<file path="src/rtl/axi_pkg.sv">
`default_nettype none
// ============================================================================
//  Module      : axi_pkg
//  Description : Shared AXI write-path encodings (burst types, response
//                codes) and the slave write FSM state type.
//  Revision    : 1.0 - initial release
// ============================================================================
package axi_pkg;

    // AxBURST encodings
    localparam logic [1:0] BURST_FIXED = 2'b00;
    localparam logic [1:0] BURST_INCR  = 2'b01;
    localparam logic [1:0] BURST_WRAP  = 2'b10;

    // xRESP encodings
    localparam logic [1:0] RESP_OKAY   = 2'b00;
    localparam logic [1:0] RESP_SLVERR = 2'b10;

    // Slave write-path FSM
    typedef enum logic [1:0] {
        S_IDLE   = 2'd0,
        S_W_DATA = 2'd1,
        S_W_RESP = 2'd2
    } wr_state_t;

    // The slave only implements FIXED and INCR; WRAP and the reserved code
    // are terminated with an error response.
    function automatic logic burst_unsupported(input logic [1:0] i_burst);
        return (i_burst == BURST_WRAP) || (i_burst == 2'b11);
    endfunction

endpackage
`default_nettype wire

</file>
<file path="src/rtl/axi_slave_wr_if.sv">
`default_nettype none
// ============================================================================
//  Module      : axi_slave_wr_if
//  Description : AW/W/B channel bundle plus the test read-back port of the
//                AXI write slave. master = traffic source, slave = terminator.
//  Revision    : 1.0 - initial release
// ============================================================================
interface axi_slave_wr_if #(
    parameter int ADDR_BITS = 32,
    parameter int DATA_BITS = 32,
    parameter int LEN_BITS  = 8,
    parameter int SIZE_BITS = 3,
    parameter int IDX_BITS  = 4
);
    // Write address channel
    logic                   aw_valid;
    logic                   aw_ready;
    logic [ADDR_BITS-1:0]   aw_addr;
    logic [LEN_BITS-1:0]    aw_len;
    logic [SIZE_BITS-1:0]   aw_size;
    logic [1:0]             aw_burst;
    logic [3:0]             aw_cache;

    // Write data channel
    logic                   w_valid;
    logic                   w_ready;
    logic [DATA_BITS-1:0]   w_data;
    logic [DATA_BITS/8-1:0] w_strb;
    logic                   w_last;

    // Write response channel
    logic                   b_valid;
    logic                   b_ready;
    logic [1:0]             b_resp;

    // Test read-back port
    logic [IDX_BITS-1:0]    rd_addr;
    logic [DATA_BITS-1:0]   rd_data;

    modport slave (
        input  aw_valid, aw_addr, aw_len, aw_size, aw_burst, aw_cache,
        input  w_valid, w_data, w_strb, w_last,
        input  b_ready,
        input  rd_addr,
        output aw_ready, w_ready, b_valid, b_resp, rd_data
    );

    modport master (
        output aw_valid, aw_addr, aw_len, aw_size, aw_burst, aw_cache,
        output w_valid, w_data, w_strb, w_last,
        output b_ready,
        output rd_addr,
        input  aw_ready, w_ready, b_valid, b_resp, rd_data
    );

endinterface
`default_nettype wire

</file>
<file path="src/rtl/axi_slave_mem.sv">
`default_nettype none
// ============================================================================
//  Module      : axi_slave_mem
//  Description : MEM_DEPTH x DATA_BITS byte-enabled register array with
//                asynchronous active-low reset, one write port and one
//                registered read port (read-during-write returns old data).
//  Revision    : 1.0 - initial release
// ============================================================================
module axi_slave_mem #(
    parameter int DATA_BITS = 32,
    parameter int MEM_DEPTH = 16,
    parameter int IDX_BITS  = $clog2(MEM_DEPTH)
) (
    input  wire logic                   clk,
    input  wire logic                   rst_n,
    input  wire logic                   i_wr_en,
    input  wire logic [IDX_BITS-1:0]    i_wr_idx,
    input  wire logic [DATA_BITS-1:0]   i_wr_data,
    input  wire logic [DATA_BITS/8-1:0] i_wr_strb,
    input  wire logic [IDX_BITS-1:0]    i_rd_idx,
    output logic      [DATA_BITS-1:0]   o_rd_data
);

    localparam int C_BYTES = DATA_BITS / 8;

    logic [DATA_BITS-1:0] r_mem [MEM_DEPTH];
    logic [DATA_BITS-1:0] r_rd_data;

    // Byte-lane writes into the addressed word; whole array clears on reset
    always_ff @(posedge clk or negedge rst_n) begin
        if (!rst_n) begin
            for (int w = 0; w < MEM_DEPTH; w++) begin
                r_mem[w] <= '0;
            end
        end else if (i_wr_en) begin
            for (int b = 0; b < C_BYTES; b++) begin
                if (i_wr_strb[b]) begin
                    r_mem[i_wr_idx][b*8 +: 8] <= i_wr_data[b*8 +: 8];
                end
            end
        end
    end

    // Registered read: samples the array before any same-edge write lands
    always_ff @(posedge clk or negedge rst_n) begin
        if (!rst_n) begin
            r_rd_data <= '0;
        end else begin
            r_rd_data <= r_mem[i_rd_idx];
        end
    end

    assign o_rd_data = r_rd_data;

endmodule
`default_nettype wire

</file>
<file path="src/rtl/axi_slave_wr.sv">
`default_nettype none
// ============================================================================
//  Module      : axi_slave_wr
//  Description : AXI write-channel slave. Accepts one AW phase, then
//                aw_len+1 W beats written into a word-addressed register
//                memory under w_strb, then one B response. Only one burst
//                is in flight at a time.
//  Revision    : 1.0 - initial release
// ============================================================================
module axi_slave_wr
    import axi_pkg::*;
#(
    parameter int                   ADDR_BITS = 32,
    parameter int                   DATA_BITS = 32,
    parameter int                   LEN_BITS  = 8,
    parameter int                   SIZE_BITS = 3,
    parameter int                   MEM_DEPTH = 16,
    parameter logic [ADDR_BITS-1:0] BASE_ADDR = '0
) (
    input  wire logic     aclk,
    input  wire logic     areset_n,
    axi_slave_wr_if.slave bus
);

    localparam int                   C_BYTES    = DATA_BITS / 8;
    localparam int                   C_SHIFT    = $clog2(C_BYTES);
    localparam int                   C_IDX_BITS = $clog2(MEM_DEPTH);
    localparam logic [SIZE_BITS-1:0] C_MAX_SIZE = SIZE_BITS'(C_SHIFT);
    localparam logic [ADDR_BITS-1:0] C_DEPTH    = ADDR_BITS'(MEM_DEPTH);

    wr_state_t r_state;
    wr_state_t w_next_state;

    // Burst context; the address is kept as a byte offset from BASE_ADDR
    logic [ADDR_BITS-1:0]  r_cur_off;
    logic [LEN_BITS-1:0]   r_len;
    logic [SIZE_BITS-1:0]  r_size;
    logic [1:0]            r_burst;
    logic [LEN_BITS-1:0]   r_cnt;
    logic                  r_err;

    logic [ADDR_BITS-1:0]  w_start_off;
    logic                  w_start_err;
    logic [ADDR_BITS-1:0]  w_cur_word;
    logic                  w_in_range;
    logic                  w_aw_hs;
    logic                  w_beat;
    logic                  w_final;
    logic                  w_last_bad;
    logic                  w_wr_en;
    logic [C_IDX_BITS-1:0] w_wr_idx;
    logic [ADDR_BITS-1:0]  w_step;
    logic                  w_unused_cache;

    // Cache attributes carry no meaning for a register memory
    assign w_unused_cache = ^bus.aw_cache;

    // Start-of-burst decode: offset into the memory and the up-front errors
    assign w_start_off = bus.aw_addr - BASE_ADDR;
    assign w_start_err = burst_unsupported(bus.aw_burst)
                       || (bus.aw_size > C_MAX_SIZE)
                       || ((w_start_off >> C_SHIFT) >= C_DEPTH);

    // Per-beat decode. The full-width word index is compared against the
    // depth so an INCR run past the top is caught instead of wrapping.
    assign w_cur_word = r_cur_off >> C_SHIFT;
    assign w_in_range = (w_cur_word < C_DEPTH);
    assign w_aw_hs    = (r_state == S_IDLE) && bus.aw_valid;
    assign w_beat     = (r_state == S_W_DATA) && bus.w_valid;
    assign w_final    = (r_cnt == r_len);
    assign w_last_bad = (bus.w_last != w_final);
    assign w_wr_en    = w_beat && !r_err && w_in_range;
    assign w_wr_idx   = w_cur_word[C_IDX_BITS-1:0];
    assign w_step     = ADDR_BITS'(1) << r_size;

    // Channel outputs follow directly from the registered state
    assign bus.aw_ready = (r_state == S_IDLE);
    assign bus.w_ready  = (r_state == S_W_DATA);
    assign bus.b_valid  = (r_state == S_W_RESP);
    assign bus.b_resp   = ((r_state == S_W_RESP) && r_err) ? RESP_SLVERR : RESP_OKAY;

    // FSM state register
    always_ff @(posedge aclk or negedge areset_n) begin
        if (!areset_n) begin
            r_state <= S_IDLE;
        end else begin
            r_state <= w_next_state;
        end
    end

    // FSM next state: burst ends on the beat count, never on w_last
    always_comb begin
        w_next_state = r_state;
        case (r_state)
            S_IDLE: begin
                if (bus.aw_valid) begin
                    w_next_state = S_W_DATA;
                end
            end
            S_W_DATA: begin
                if (bus.w_valid && w_final) begin
                    w_next_state = S_W_RESP;
                end
            end
            S_W_RESP: begin
                if (bus.b_ready) begin
                    w_next_state = S_IDLE;
                end
            end
            default: begin
                w_next_state = S_IDLE;
            end
        endcase
    end

    // Burst context, beat counter, address advance and error tracking
    always_ff @(posedge aclk or negedge areset_n) begin
        if (!areset_n) begin
            r_cur_off <= '0;
            r_len     <= '0;
            r_size    <= '0;
            r_burst   <= BURST_FIXED;
            r_cnt     <= '0;
            r_err     <= 1'b0;
        end else begin
            if (w_aw_hs) begin
                r_cur_off <= w_start_off;
                r_len     <= bus.aw_len;
                r_size    <= bus.aw_size;
                r_burst   <= bus.aw_burst;
                r_cnt     <= '0;
                r_err     <= w_start_err;
            end else if (w_beat) begin
                r_cnt <= r_cnt + 1'b1;
                if (r_burst == BURST_INCR) begin
                    r_cur_off <= r_cur_off + w_step;
                end
                if (!w_in_range || w_last_bad) begin
                    r_err <= 1'b1;
                end
            end else if ((r_state == S_W_RESP) && bus.b_ready) begin
                r_err <= 1'b0;
            end
        end
    end

    axi_slave_mem #(
        .DATA_BITS (DATA_BITS),
        .MEM_DEPTH (MEM_DEPTH),
        .IDX_BITS  (C_IDX_BITS)
    ) u_mem (
        .clk       (aclk),
        .rst_n     (areset_n),
        .i_wr_en   (w_wr_en),
        .i_wr_idx  (w_wr_idx),
        .i_wr_data (bus.w_data),
        .i_wr_strb (bus.w_strb),
        .i_rd_idx  (bus.rd_addr),
        .o_rd_data (bus.rd_data)
    );

endmodule
`default_nettype wire

</file>
<file path="src/flat_wrapper.sv">
// flat-port wrapper written by rule: the top's interface ports become plain ports
module axi_slave_wr_flat import axi_pkg::*;
#(
    parameter int                   ADDR_BITS = 32,
    parameter int                   DATA_BITS = 32,
    parameter int                   LEN_BITS  = 8,
    parameter int                   SIZE_BITS = 3,
    parameter int                   MEM_DEPTH = 16,
    parameter logic [ADDR_BITS-1:0] BASE_ADDR = '0
)
  (aclk, areset_n, bus_aw_valid, bus_aw_addr, bus_aw_len, bus_aw_size, bus_aw_burst, bus_aw_cache, bus_w_valid, bus_w_data, bus_w_strb, bus_w_last, bus_b_ready, bus_rd_addr, bus_aw_ready, bus_w_ready, bus_b_valid, bus_b_resp, bus_rd_data);
  axi_slave_wr_if #(.ADDR_BITS(ADDR_BITS), .DATA_BITS(DATA_BITS), .LEN_BITS(LEN_BITS), .SIZE_BITS(SIZE_BITS), .IDX_BITS(4)) bus_i ();
  input  wire logic aclk;
  input  wire logic areset_n;
  input wire logic [$bits(bus_i.aw_valid)-1:0] bus_aw_valid;
  input wire logic [$bits(bus_i.aw_addr)-1:0] bus_aw_addr;
  input wire logic [$bits(bus_i.aw_len)-1:0] bus_aw_len;
  input wire logic [$bits(bus_i.aw_size)-1:0] bus_aw_size;
  input wire logic [$bits(bus_i.aw_burst)-1:0] bus_aw_burst;
  input wire logic [$bits(bus_i.aw_cache)-1:0] bus_aw_cache;
  input wire logic [$bits(bus_i.w_valid)-1:0] bus_w_valid;
  input wire logic [$bits(bus_i.w_data)-1:0] bus_w_data;
  input wire logic [$bits(bus_i.w_strb)-1:0] bus_w_strb;
  input wire logic [$bits(bus_i.w_last)-1:0] bus_w_last;
  input wire logic [$bits(bus_i.b_ready)-1:0] bus_b_ready;
  input wire logic [$bits(bus_i.rd_addr)-1:0] bus_rd_addr;
  output wire logic [$bits(bus_i.aw_ready)-1:0] bus_aw_ready;
  output wire logic [$bits(bus_i.w_ready)-1:0] bus_w_ready;
  output wire logic [$bits(bus_i.b_valid)-1:0] bus_b_valid;
  output wire logic [$bits(bus_i.b_resp)-1:0] bus_b_resp;
  output wire logic [$bits(bus_i.rd_data)-1:0] bus_rd_data;
  assign bus_i.aw_valid = bus_aw_valid;
  assign bus_i.aw_addr = bus_aw_addr;
  assign bus_i.aw_len = bus_aw_len;
  assign bus_i.aw_size = bus_aw_size;
  assign bus_i.aw_burst = bus_aw_burst;
  assign bus_i.aw_cache = bus_aw_cache;
  assign bus_i.w_valid = bus_w_valid;
  assign bus_i.w_data = bus_w_data;
  assign bus_i.w_strb = bus_w_strb;
  assign bus_i.w_last = bus_w_last;
  assign bus_i.b_ready = bus_b_ready;
  assign bus_i.rd_addr = bus_rd_addr;
  assign bus_aw_ready = bus_i.aw_ready;
  assign bus_w_ready = bus_i.w_ready;
  assign bus_b_valid = bus_i.b_valid;
  assign bus_b_resp = bus_i.b_resp;
  assign bus_rd_data = bus_i.rd_data;
  axi_slave_wr #(.ADDR_BITS(ADDR_BITS), .DATA_BITS(DATA_BITS), .LEN_BITS(LEN_BITS), .SIZE_BITS(SIZE_BITS), .MEM_DEPTH(MEM_DEPTH), .BASE_ADDR(BASE_ADDR)) u_core (.aclk(aclk), .areset_n(areset_n), .bus(bus_i));
endmodule
</file>
<file path="config.mk">
export PLATFORM = sky130hd
export DESIGN_NAME = axi_slave_wr_flat
export DESIGN_NICKNAME = d
export VERILOG_FILES = /design/src/rtl/axi_pkg.sv /design/src/rtl/axi_slave_wr_if.sv /design/src/rtl/axi_slave_mem.sv /design/src/rtl/axi_slave_wr.sv /design/src/flat_wrapper.sv
export SDC_FILE = /design/constraint.sdc
export NUM_CORES = 1
export LEC_CHECK = 0
export CORE_MARGIN = 2
export CORE_UTILIZATION = 60
export DETAILED_ROUTE_END_ITERATION = 7
export PLACE_DENSITY = 0.83
export REMOVE_ABC_BUFFERS = 1
export SLEW_MARGIN = 20
export SYNTH_ARGS = -nofsm -noshare
export SYNTH_HDL_FRONTEND = slang
export SYNTH_HIERARCHICAL = 1
export SYNTH_SLANG_ARGS = --single-unit
</file>
<file path="constraint.sdc">
create_clock -name aclk -period 8.4 [get_ports aclk]
set_clock_uncertainty 0.2 [all_clocks]
set_input_delay 1.68 -clock aclk [delete_from_list [all_inputs] [get_ports aclk]]
set_output_delay 1.68 -clock aclk [all_outputs]
set_load 0.005 [all_outputs]
</file>
==> qor.json <==
{
  "synth_warnings": {"value": 6},
  "synth-edff-count": {"value": 0},
  "drt_first_pass_iters": {"value": 6},
  "power.share.switching": {"value": 0.263},
  "cp-endpoint": {"value": "u_core/u_mem/r_mem[110]"},
  "max_cap_violations": {"value": 0},
  "final_min_period_over_clock_period": {"value": 0.561},
  "critical_path_source_type": {"value": "primary input"},
  "ys_seq_area_frac": {"value": 0.543},
  "cts_repair_resize_count": {"value": 0},
  "worst_skew_pair.late_latency": {"value": 0.62, "unit": "ns"},
  "antenna_left": {"value": 0},
  "hpwl": {"value": 37100, "unit": "um"},
  "clkSlewWorstSetupHoldPaths": {"value": 0.06, "unit": "ns"},
  "rrSetupSlack": {"value": 4.55, "unit": "ns"},
  "dpl-instance-area": {"value": 29300, "unit": "sq um"},
  "run_status": {"value": "finished clean"},
  "postCtsHoldBufs": {"value": 0},
  "final-setup-viol-count": {"value": 0},
  "hold_start": {"value": "u_core/u_mem/r_mem[456]"},
  "cp-end-kind": {"value": "flip-flop"},
  "report.final.hold_viol_count": {"value": 0},
  "critPathArrivalTime": {"value": 5.02, "unit": "ns"},
  "ir_drop": {"value": 0.213, "unit": "mV"},
  "required": {"value": 8.70, "unit": "ns"},
  "antenna_found_initial": {"value": 2},
  "die_h": {"value": 219, "unit": "um"},
  "start_util": {"value": 0.609},
  "gp_congestion": {"value": 0.862},
  "power.leakage": {"value": 14.9, "unit": "nW"},
  "synth.distinct_cells": {"value": 76},
  "power_density_normalized_to_cell_area": {"value": 222, "unit": "nW/um^2"},
  "port_buffers": {"value": 126},
  "global_route.overflow_total": {"value": 0},
  "clock-sinks": {"value": 600},
  "ff2ff_path_depth": {"value": 8},
  "largest_net_degree_at_the_start_of_global_routing": {"value": 176},
  "timing.final.crit_period": {"value": 4.71, "unit": "ns"},
  "layout-drive-gt1-share": {"value": 0.401},
  "fp.dieArea": {"value": 47800, "unit": "sq um"},
  "die_width": {"value": 219, "unit": "um"},
  "timing.setup.tns": {"value": 0, "unit": "ns"},
  "tritoncts_clock_tree": {"value": "built"},
  "max-clock-path-buffers": {"value": 3},
  "critical_path.reg2reg.endpoint": {"value": "u_core/u_mem/r_mem[110]"},
  "syn-cell-area": {"value": 27600, "unit": "sq um"},
  "post_synth_main_area_contributors": {"value": "dfrtp_1 (54%), mux2_2 (20%), mux4_2 (10%)"},
  "cell_internal_pwr": {"value": 5.16, "unit": "mW"},
  "critPathMaxFanout": {"value": 16},
  "worst-slew-pin-transition": {"value": 1.19, "unit": "ns"},
  "post-route-drc-count": {"value": 0},
  "fillCellCount": {"value": 2929},
  "area_growth": {"value": 14.1, "unit": "%"},
  "floorplan.io_pins": {"value": 132},
  "dr_total_vias": {"value": 16562},
  "ys_seq_elements": {"value": 600},
  "routed_wl": {"value": 60400, "unit": "um"},
  "pwr-share-clk": {"value": 0.417},
  "unrepaired_setup_endpoints_after_global_routing": {"value": "no"},
  "cts_post_setup_buffers_inserted": {"value": 0},
  "cts_root_buf": {"value": "clkbuf_16"},
  "h-tree-depth": {"value": 2},
  "dr.first_iter.drc_count": {"value": 1365},
  "max_clock_freq": {"value": 0.212, "unit": "GHz"},
  "type_of_the_tightest_min_delay_check": {"value": "flip-flop to flip-flop"},
  "yosysTopAreaCell": {"value": "dfrtp_1"},
  "grt_pass1_vias": {"value": 17962},
  "routed_vias_inst": {"value": 6.32},
  "r2r_start": {"value": "u_core/r_state[0]"},
  "combinationalPowerShare": {"value": 0.122},
  "max-slew-margin-rel": {"value": 0.206},
  "finalNetCount": {"value": 2073},
  "core_area": {"value": 45400, "unit": "sq um"},
  "stdcell_area": {"value": 31500, "unit": "sq um"},
  "path_class": {"value": "primary input to flip-flop"},
  "postLayoutCoreUtil": {"value": 0.695},
  "sequentialPowerShare": {"value": 0.462},
  "report.final.slew_viol_count": {"value": 0},
  "syn-instance-count": {"value": 1887},
  "critical_path_startpoint": {"value": "bus_w_valid"},
  "netlist.area_leader.share": {"value": 0.543},
  "core.rowCount": {"value": 78},
  "post_detailed_route_wirelength_per_cell": {"value": 23.0, "unit": "um"},
  "syn_area_per_cell": {"value": 14.6, "unit": "sq um"},
  "yosys_most_used_dff": {"value": "dfrtp_1"},
  "cts_buffers": {"value": 59},
  "grtUsageTotal": {"value": 0.263},
  "ys_async_sr_fraction": {"value": 1.00},
  "first_pass_grt_wire_length": {"value": 97900, "unit": "um"},
  "switchingPower": {"value": 1.84, "unit": "mW"}
}
==> cell usage after synthesis (all sizes together) (6+ instances only) <==
cell	count
nand2b	13
a31oi	10
a21oi	22
nand4	22
a211oi	7
mux2	513
xor2	10
a21o	7
a22oi	65
nand4b	9
nand3	6
nor3	12
xnor2	19
ha	9
or3	8
nand3b	7
mux4	128
nor2	76
o21ai	24
nor2b	6
dfrtp	600
nor4	14
clkbuf	78
nand2	122
and3	13
buf	41
and2	6
==> final cells by class <==
cell class | instances | area, sq um | area share
diodes | 1 | 2.50 | 0.0000794
multi-input cells | 1165 | 12100 | 0.385
clock inverters | 28 | 427 | 0.0135
flip-flops and latches | 600 | 15000 | 0.476
well taps | 600 | 751 | 0.0238
clock buffers | 83 | 1770 | 0.0561
repair buffers | 139 | 1410 | 0.0449
inverters | 3 | 11.3 | 0.000357
==> cell usage in the layout, fill, tap and decap left out, types with 6 or more instances in the layout <==
cell / instances
clkbuf_8: 17
and3_1: 11
a22oi_1: 65
or3_1: 8
ha_1: 9
mux2_2: 479
a21oi_1: 20
clkinv_2: 13
nor2_1: 37
o21ai_0: 19
nor2_2: 37
nand3b_1: 6
mux2_1: 34
bufinv_16: 11
a31oi_1: 10
clkbuf_1: 6
buf_4: 10
xnor2_1: 19
clkbuf_16: 61
nor4_1: 13
a21o_1: 6
nand4_1: 19
xor2_1: 10
mux4_2: 128
dfrtp_1: 600
clkdlybuf4s50_1: 123
nand2b_1: 13
nand2_1: 120
==> routing by layer <==
layer,global-route usage,share of wire
met1,0.347,0.41
met2,0.449,0.51
met3,0.0395,0.052
met4,0.0878,0.027
met5,0,0.00022
==> sequential cells by signal (all words and copies together) (netlist names) <==
name	flops
u_core/r_burst	2
u_core/r_cnt	8
u_core/r_cur_off	32
u_core/r_err	1
u_core/r_len	8
u_core/r_size	3
u_core/r_state	2
u_core/u_mem/o_rd_data	32
u_core/u_mem/r_mem	512
==> through the flow <==
| step | std cells | hold WS [ns] | power [mW] | setup WS, ns |
|---|---|---|---|---|
| 4_1_cts | 2617 | 0.294 | 7.04 | 3.71 |
| 6_report | 2619 | 0.290 | 7.00 | 3.69 |
| 5_1_grt | 2619 | 0.306 | 7.28 | 3.58 |
| 3_3_place_gp | 2506 | 0.268 | 4.08 | 3.19 |
| 3_5_place_dp | 2506 | 0.280 | 4.11 | 3.08 |
| 2_1_floorplan | 1768 | 0.259 | 3.75 | 3.72 |
==> power by group through the flow <==
stage / sequential, mW / combinational [mW] / clock (mW)
after floorplan: 3.21 / 0.544 / 0
after global placement: 3.26 / 0.813 / 0
after detailed placement: 3.27 / 0.838 / 0
after CTS: 3.22 / 0.849 / 2.96
after global routing: 3.25 / 0.943 / 3.09
final: 3.23 / 0.851 / 2.92
==> cells by family after synthesis <==
logic type | after synthesis | synth area share
mux | 641 | 0.313
simple gates | 331 | 0.0685
xor+xnor | 29 | 0.00919
fa+ha+maj | 10 | 0.00480
buf+inv | 122 | 0.0190
other cells | 1 | 0.000136
flops | 600 | 0.543
compound gates | 153 | 0.0418
==> critical path, cell delays in order <==
cell and delay (ns):
clkdlybuf4s50_1 0.60, and2_1 0.42, nand4_1 0.20, nor3_2 0.22, buf_4 0.29, and4bb_1 0.33
nor2b_1 0.83, mux2_2 0.42
==> worst min path at each step <==
stage / slack (ns) / endpoint / cells past startpoint
floorplan: 0.26 / u_core/u_mem/r_mem[416] / 1
global placement: 0.27 / u_core/u_mem/r_mem[422] / 1
detailed placement: 0.28 / u_core/u_mem/r_mem[416] / 1
CTS: 0.29 / u_core/u_mem/r_mem[416] / 1
global route: 0.31 / u_core/u_mem/r_mem[416] / 1
finish: 0.29 / u_core/u_mem/r_mem[456] / 1
No activity file was read; power rests on OpenSTA's default activity.
